**src/rtl/fetch_pkg.sv**
```systemverilog
// rtl/fetch_pkg.sv - shared memory-read FSM encodings and default fetch widths
package fetch_pkg;

    localparam int WORD_SIZE = 32;
    localparam int ADDR_SIZE = 16;

    typedef enum logic [1:0] {
        M_IDLE = 2'd0,
        M_REQ  = 2'd1,
        M_DONE = 2'd2
    } mem_state_t;

endpackage

```
**src/rtl/mem_read_handshake.sv**
```systemverilog
// rtl/mem_read_handshake.sv - instruction-memory read FSM with request timeout
module mem_read_handshake
    import fetch_pkg::*;
#(
    parameter int timeout_cycles = 15
) (
    input  logic clock,
    input  logic reset,
    input  logic load_mem,
    input  logic mem_ack,
    output logic mem_req,
    output logic start,
    output logic overrun,
    output logic capture,
    output logic timeout,
    output logic busy,
    output logic fetch_wait
);

    localparam int CW = $clog2(timeout_cycles + 1);

    mem_state_t    state;
    logic [CW-1:0] count;
    logic [CW-1:0] count_inc;

    assign count_inc  = count + 1'b1;
    assign busy       = (state == M_REQ);
    assign start      = load_mem && !busy;
    assign overrun    = load_mem && busy;
    assign capture    = busy && mem_ack;
    // An ack in the final allowed cycle wins over the abort.
    assign timeout    = busy && !mem_ack && (count_inc == CW'(timeout_cycles));
    assign fetch_wait = busy || start;

    always_ff @(posedge clock or negedge reset) begin
        if (!reset) begin
            state   <= M_IDLE;
            count   <= '0;
            mem_req <= 1'b0;
        end else begin
            case (state)
                M_IDLE, M_DONE: begin
                    if (load_mem) begin
                        state   <= M_REQ;
                        count   <= '0;
                        mem_req <= 1'b1;
                    end else begin
                        state   <= M_IDLE;
                    end
                end
                M_REQ: begin
                    if (mem_ack || timeout) begin
                        state   <= M_DONE;
                        mem_req <= 1'b0;
                    end else begin
                        count   <= count_inc;
                    end
                end
                default: begin
                    state   <= M_IDLE;
                    mem_req <= 1'b0;
                end
            endcase
        end
    end

endmodule

```
**src/rtl/instruction_fetch_unit.sv**
```systemverilog
// rtl/instruction_fetch_unit.sv - PC/AR/MDR/IR datapath feeding the control unit
module instruction_fetch_unit
    import fetch_pkg::*;
#(
    parameter int word_size      = WORD_SIZE,
    parameter int addr_size      = ADDR_SIZE,
    parameter int reset_vector   = 0,
    parameter int timeout_cycles = 15
) (
    input  logic                 clock,
    input  logic                 reset,
    input  logic                 load_ar,
    input  logic                 load_ar_i,
    input  logic                 load_pc_i,
    input  logic                 increment_pc,
    input  logic                 load_mem,
    input  logic                 load_ir,
    input  logic [addr_size-1:0] target_addr,
    input  logic [word_size-1:0] mem_rdata,
    input  logic                 mem_ack,
    output logic                 mem_req,
    output logic [addr_size-1:0] mem_addr,
    output logic [word_size-1:0] instruction,
    output logic [addr_size-1:0] pc,
    output logic                 fetch_wait,
    output logic                 bus_error
);

    logic [addr_size-1:0] ar;
    logic [addr_size-1:0] ar_next;
    logic [word_size-1:0] mdr;
    logic                 start;
    logic                 overrun;
    logic                 capture;
    logic                 timeout;
    logic                 busy;

    mem_read_handshake #(
        .timeout_cycles (timeout_cycles)
    ) u_handshake (
        .clock      (clock),
        .reset      (reset),
        .load_mem   (load_mem),
        .mem_ack    (mem_ack),
        .mem_req    (mem_req),
        .start      (start),
        .overrun    (overrun),
        .capture    (capture),
        .timeout    (timeout),
        .busy       (busy),
        .fetch_wait (fetch_wait)
    );

    always_comb begin
        ar_next = ar;
        if (load_ar_i)
            ar_next = target_addr;
        else if (load_ar)
            ar_next = pc;
    end

    always_ff @(posedge clock or negedge reset) begin
        if (!reset) begin
            pc          <= addr_size'(reset_vector);
            ar          <= '0;
            mdr         <= '0;
            instruction <= '0;
            mem_addr    <= '0;
            bus_error   <= 1'b0;
        end else begin
            if (load_pc_i)
                pc <= target_addr;
            else if (increment_pc)
                pc <= pc + 1'b1;

            ar <= ar_next;

            // Latch the request address so AR may change while a read is in flight.
            if (start)
                mem_addr <= ar_next;

            if (capture)
                mdr <= mem_rdata;
            else if (timeout)
                mdr <= '0;

            if (load_ir)
                instruction <= mdr;

            if (timeout || overrun || (load_ir && busy))
                bus_error <= 1'b1;
        end
    end

endmodule
```
**config.mk**
```make
export PLATFORM = sky130hd
export DESIGN_NAME = instruction_fetch_unit
export DESIGN_NICKNAME = d
export VERILOG_FILES = /design/src/rtl/fetch_pkg.sv /design/src/rtl/mem_read_handshake.sv /design/src/rtl/instruction_fetch_unit.sv
export SDC_FILE = /design/constraint.sdc
export NUM_CORES = 1
export LEC_CHECK = 0
export ABC_AREA = 1
export BUFFER_PORTS_ARGS = -buffer_cell sky130_fd_sc_hd__buf_2
export CAP_MARGIN = 20
export CORE_ASPECT_RATIO = 0.6
export CORE_MARGIN = 2
export CORE_UTILIZATION = 50
export CTS_CLUSTER_SIZE = 20
export DETAILED_ROUTE_END_ITERATION = 10
export PLACE_DENSITY = 0.75
export REMOVE_ABC_BUFFERS = 1
export SLEW_MARGIN = 20
export SYNTH_ARGS = -nofsm -noshare
export SYNTH_HDL_FRONTEND = slang
export SYNTH_SLANG_ARGS = --single-unit
```
**constraint.sdc**
```tcl
create_clock -name clock -period 1.8 [get_ports clock]
set_clock_uncertainty 0.2 [all_clocks]
set_input_delay 0.18 -clock clock [delete_from_list [all_inputs] [get_ports clock]]
set_output_delay 0.18 -clock clock [all_outputs]
set_load 0.01 [all_outputs]
```
### Word-level counts from Yosys, hierarchy flattened

Cells that the tools add are included.
Widths: inputs -> output; s select.

| operators by class | value |
|---|---|
| add/sub/neg operators | 2 |
| equal/unequal tests | 6 |
| mux-type cells | 15 |
| reduce and logical (&&, ||, !) cells | 19 |

Operators by type and width:

| operator | count |
|---|---|
| $mux 16 | 4 |
| $mux 32 | 2 |
| $add 16x1->16 const B | 1 |
| $mux 4 | 2 |
| $pmux 4 s2 | 1 |
| $logic_and 1x1->1 | 6 |
| $reduce_bool 2->1 | 3 |
| $add 4x1->4 const B | 1 |
| $eq 4x4->1 const B | 1 |
| $logic_or 1x1->1 | 4 |
| $ne 2x2->1 const B | 2 |
| $pmux 2 s2 | 1 |
| $mux 1 | 3 |
| $reduce_and 3->1 | 1 |
| $eq 2x1->1 const B | 1 |
| $eq 2x2->1 const B | 1 |
| $logic_not 1->1 | 2 |
| $logic_not 2->1 | 1 |
| $mux 2 | 1 |
| $ne 2x1->1 const B | 1 |
| $pmux 1 s2 | 1 |
| $reduce_and 2->1 | 1 |
| $reduce_or 2->1 | 1 |

| storage, ports and cells | value |
|---|---|
| register bits | 120 |
| output and inout bits | 67 |

### Logic depth before layout (Yosys ltp)

| depth | value |
|---|---|
| depth in word-level cells | 6 |
| depth in mapped cells | 9 |
| gate-level depth less buffers | 8 |

### Modules after synthesis

Synthesis repeated with hierarchy kept, for this count alone.

| second synthesis, totals | value |
|---|---|
| cells, all modules | 583 |
| area, all modules | 5,205.0 um2 |

Modules (own cells, without submodules):

| module | times used | cells an instance | area each (um2) |
|---|---|---|---|
| instruction_fetch_unit | 1 | 532 | 4,794.6 |
| mem_read_handshake | 1 | 51 | 410.4 |

### Least setup slack after synthesis

No wires, ideal clock.

| path | value |
|---|---|
| path type | register to register |
| start point | register pc[0] |
| end point | register pc[10] |
| arrival | 1.216 ns |
| required time | 1.473 ns |
| path slack | 0.258 ns |
| cell stages (with the launch flop) | 7 |
| buffers on the path | 0 |
| cell sequence | dfrtp_1 -> ha_1 -> inv_1 -> nor2_2 -> nand3_1 -> o21ai_0 -> o21ai_1 |

| between the ends | value |
|---|---|
| word-level cells in the longest chain between the ends | 3 |

Ends and longest elaborated chain:

| element | line | RTL |
|---|---|---|
| start, declared | instruction_fetch_unit.sv:24 | `output logic [addr_size-1:0] pc,` |
| start signal, assigned | instruction_fetch_unit.sv:64 | `pc <= addr_size'(reset_vector);` |
| start signal, assigned | instruction_fetch_unit.sv:72 | `pc <= target_addr;` |
| start signal, assigned | instruction_fetch_unit.sv:74 | `pc <= pc + 1'b1;` |
| $add 16x1->16 | instruction_fetch_unit.sv:74 |  |
| $mux 16 | instruction_fetch_unit.sv:73 | `else if (increment_pc)` |
| $mux 16 | instruction_fetch_unit.sv:71 | `if (load_pc_i)` |

Every way passes these cells. The select of a mux whose other input is x is not followed.
A chain may end at the register's enable or synchronous reset.

### Worst setup path after layout

| path | value |
|---|---|
| start point | register u_handshake.count[0] |
| end point | register mdr[27] |

| between the ends | value |
|---|---|
| word-level cells in the longest chain between the ends | 4 |

Ends and longest elaborated chain:

| element | line | RTL |
|---|---|---|
| start, declared | mem_read_handshake.sv:23 | `logic [CW-1:0] count;` |
| start signal, assigned | mem_read_handshake.sv:56 | `count <= count_inc;` |
| $add 4x1->4 | mem_read_handshake.sv:26 | `assign count_inc = count + 1'b1;` |
| $eq 4x4->1 | mem_read_handshake.sv:32 | `assign timeout = busy && !mem_ack && (count_inc == CW'(timeout_cycles));` |
| $logic_and 1x1->1 | mem_read_handshake.sv:32 |  |
| $reduce_bool 2->1 (no source line) | n/a |  |
| end signal, assigned | instruction_fetch_unit.sv:83 | `mdr <= mem_rdata;` |
| end, declared | instruction_fetch_unit.sv:31 | `logic [word_size-1:0] mdr;` |

Every way passes these cells.

==> flow_summary.json <==
{
  "path_clk_slew_ns": 0.05,
  "fin_area_um2": 7210,
  "nets": 813,
  "min_period_over_period_pct": 93.3,
  "period_needed_ns": 1.68,
  "post-route-util_pct": 72.2,
  "clock_sinks": 120,
  "ys_async_sr_fraction_pct": 100,
  "syn2layout_area_growth_pct": 39.0,
  "worstMarginPinSlew_ns": 0.395,
  "grt.total_usage_pct": 26.2,
  "ys_warn_count": 0,
  "diodes": 0,
  "hold_slack_ns": 0.0523,
  "synth_seq_area_share_pct": 57.9,
  "drive_gt1_share_pct": 27.7,
  "yosys-top-cells-area": "dfrtp_1, nand2_1, mux2_2",
  "critical-path-max-stage-delay_ns": 0.40,
  "ant_nets": 0,
  "core_um2": 9980,
  "synthTopCellsByCount": "nand2_1, dfrtp_1, nor2_1",
  "max_freq_mhz": 595,
  "synth_edf_count": 0,
  "io_pins": 124,
  "synthDistinctLibCells": 28,
  "slew_headroom_pct": 73.7,
  "die_h_um": 82.9,
  "cp-start-kind": "register",
  "drt-total-wl_mm": 14.0,
  "crit_fanout": 10,
  "place_area_um2": 6100,
  "required_ns": 1.89,
  "finalSetupViolations": 0,
  "clockBufferDepth": 2,
  "avgViaCountPerCell": 5.24,
  "leakage_nw": 3.61,
  "finalHoldViolations": 0,
  "dp_hpwl_mm": 9.18,
  "reg2reg_to": "mdr[27]",
  "postSynthRegisterBits": 120,
  "yosysTopAreaCellShare_pct": 57.9,
  "drc": 0,
  "finalPower_mw": 8.96,
  "fin_ws_ns": 0.120,
  "gp_congestion": 0.949,
  "pre_cts_ws_ns": -0.0537,
  "hp-class": "input pin to register",
  "path_delay_family": "simple AND/OR/NAND/NOR gates",
  "die_w_um": 135,
  "crit_top_cell": "inv_1",
  "worstSetupEndpointType": "register",
  "r2r_start": "u_handshake.count[0]",
  "syn_area_um2": 5190,
  "die_area_um2": 11200,
  "path_cells": "inv_1 > ha_1 > inv_1 > nor2_1 > nand3_2 > buf_4 > nand3_1 > nand2_1",
  "synth_flop_cell": "dfrtp_1",
  "grt_pass1_vias": 4737,
  "grt_pass1_wl_mm": 23.1,
  "root_buffer": "clkbuf_16",
  "syn_inst": 558,
  "rrSetupSlack_ns": 0.12,
  "postSynthAreaPerCell_um2": 9.29,
  "htreeDepth": 4,
  "gr-total-overflow": 0,
  "holdPathEnd": "instruction[8]",
  "tritoncts.num_buffers": 17,
  "io_buffers": 123,
  "maxCapViolations": 0,
  "power_density_nw_per_um2": 1240,
  "hold_depth": 3,
  "start_util_pct": 51.9,
  "antenna_found_initial": 0,
  "ir_drop_v": 0.000937,
  "rows": 28,
  "cts_tree": "built",
  "worst-setup-path-type": "register to register",
  "vias": 4719,
  "drt-initial-drc-count": 477,
  "grt_max_degree": 75,
  "drt_pass1_iterations": 5,
  "synth.most_common_cell": "nand2_1",
  "insertion_delay_ns": 0.40,
  "worstRegToRegCells": 8,
  "min_from": "load_ir",
  "cp_num_buf_inv": 3,
  "cpMaxStageDelayCell": "dfrtp_1",
  "arrival_ns": 1.77,
  "yosys.area.top_type": "dfrtp_1",
  "drv_slew": 0,
  "wl_per_cell_um": 15.6,
  "run_status": "complete, no violations"
}
## state kept, by name, indices dropped and copies added (netlist names)
register             flops
u_handshake.mem_req      1
instruction             32
u_handshake.count        4
mdr                     32
bus_error                1
pc                      16
ar                      16
u_handshake.state        2
mem_addr                16
## worst max path at each step
stage	slack (ns)	end	cells after the start	start
after floorplan	-0.06	mdr[0]	5	u_handshake.count[0]
after global placement	0.07	u_handshake.count[1]	7	u_handshake.count[1]
after detailed placement	-0.05	u_handshake.count[1]	7	u_handshake.count[1]
after CTS	0.02	u_handshake.count[1]	7	u_handshake.count[1]
after global routing	-0.0002	mdr[4]	8	u_handshake.state[1]
final	0.12	mdr[27]	8	u_handshake.count[0]
## power by group
part           switching (mW)  total [mW]  internal [mW]  leakage (nW)
Sequential              0.384        3.77           3.38          1.45
Combinational            1.09        2.01          0.923          1.89
Clock                    1.15        3.18           2.03         0.276
## per-layer routing
layer  vias to the layer above  share of wire, %  global-route usage (%)  wire length [um]
met5                         -                 0                       0                 0
met2                       204                46                    41.2              6480
li1                       2230                 -                       -                 -
met3                        29               7.4                    4.88              1030
met4                         0               1.9                    10.3               273
met1                      2256                44                    36.2              6230
## layout by cell type (no fill, tap or decap), types with 2 or more instances in the layout
cell	count
a31oi_1	16
buf_12	5
mux2_2	23
dlygate4sd3_1	52
buf_4	22
ha_1	2
clkbuf_1	3
nor2_2	2
clkinv_2	5
inv_1	36
nand3b_1	2
inv_2	2
xor2_1	5
nand3_1	39
dfrtp_1	120
buf_2	122
nor2_1	46
nand4_1	5
clkinvlp_4	2
o211ai_1	20
clkbuf_8	4
clkbuf_16	17
a21oi_1	12
a22oi_1	9
o21ai_0	18
nand2_1	167
## what timing repair did
| action | CTS | global route |
|---|---|---|
| hold endpoints to repair | 201 | 0 |
| resized for setup | 0 | 3 |
| hold buffers | 52 | 0 |
| setup buffers | 1 | 1 |
| endpoints found under the setup margin | 24 | 36 |
| pin swaps | 1 | 1 |
## tightest hold or removal path, cell delays in order
cell     delay [ns]
buf_2          0.10
buf_12         0.21
a21oi_1        0.09
## logic make-up (layout without fill, tap and decap cells)
logic type / after synthesis / count (layout) / share of synthesized area [%]
and+or+nand+nor: 265 / 265 / 21.0
DFF: 120 / 120 / 57.9
AOI/OAI and AO/OA: 76 / 76 / 9.12
buffers and inverters: 65 / 273 / 5.28
muxes: 23 / 23 / 4.99
xor gates and xnor gates: 6 / 6 / 1.01
adders and majority gates: 3 / 3 / 0.724
## through the flow
stage | TNS, ns | cells
after floorplan | -0.512 | 532
after global routing | -0.000216 | 901
after CTS | 0 | 900
after global placement | 0 | 815
final | 0 | 901
after detailed placement | -0.356 | 815
## layout make-up
cell class | count | area [um^2]
Sequential cell | 120 | 3000
Fill cell | 749 | 2780
Multi-Input combinational cell | 373 | 1920
Timing Repair Buffer | 202 | 1410
Clock buffer | 24 | 492
Tap cell | 135 | 169
Inverter | 39 | 146
Clock inverter | 8 | 70.1
Power figures use the tool's default switching activity.
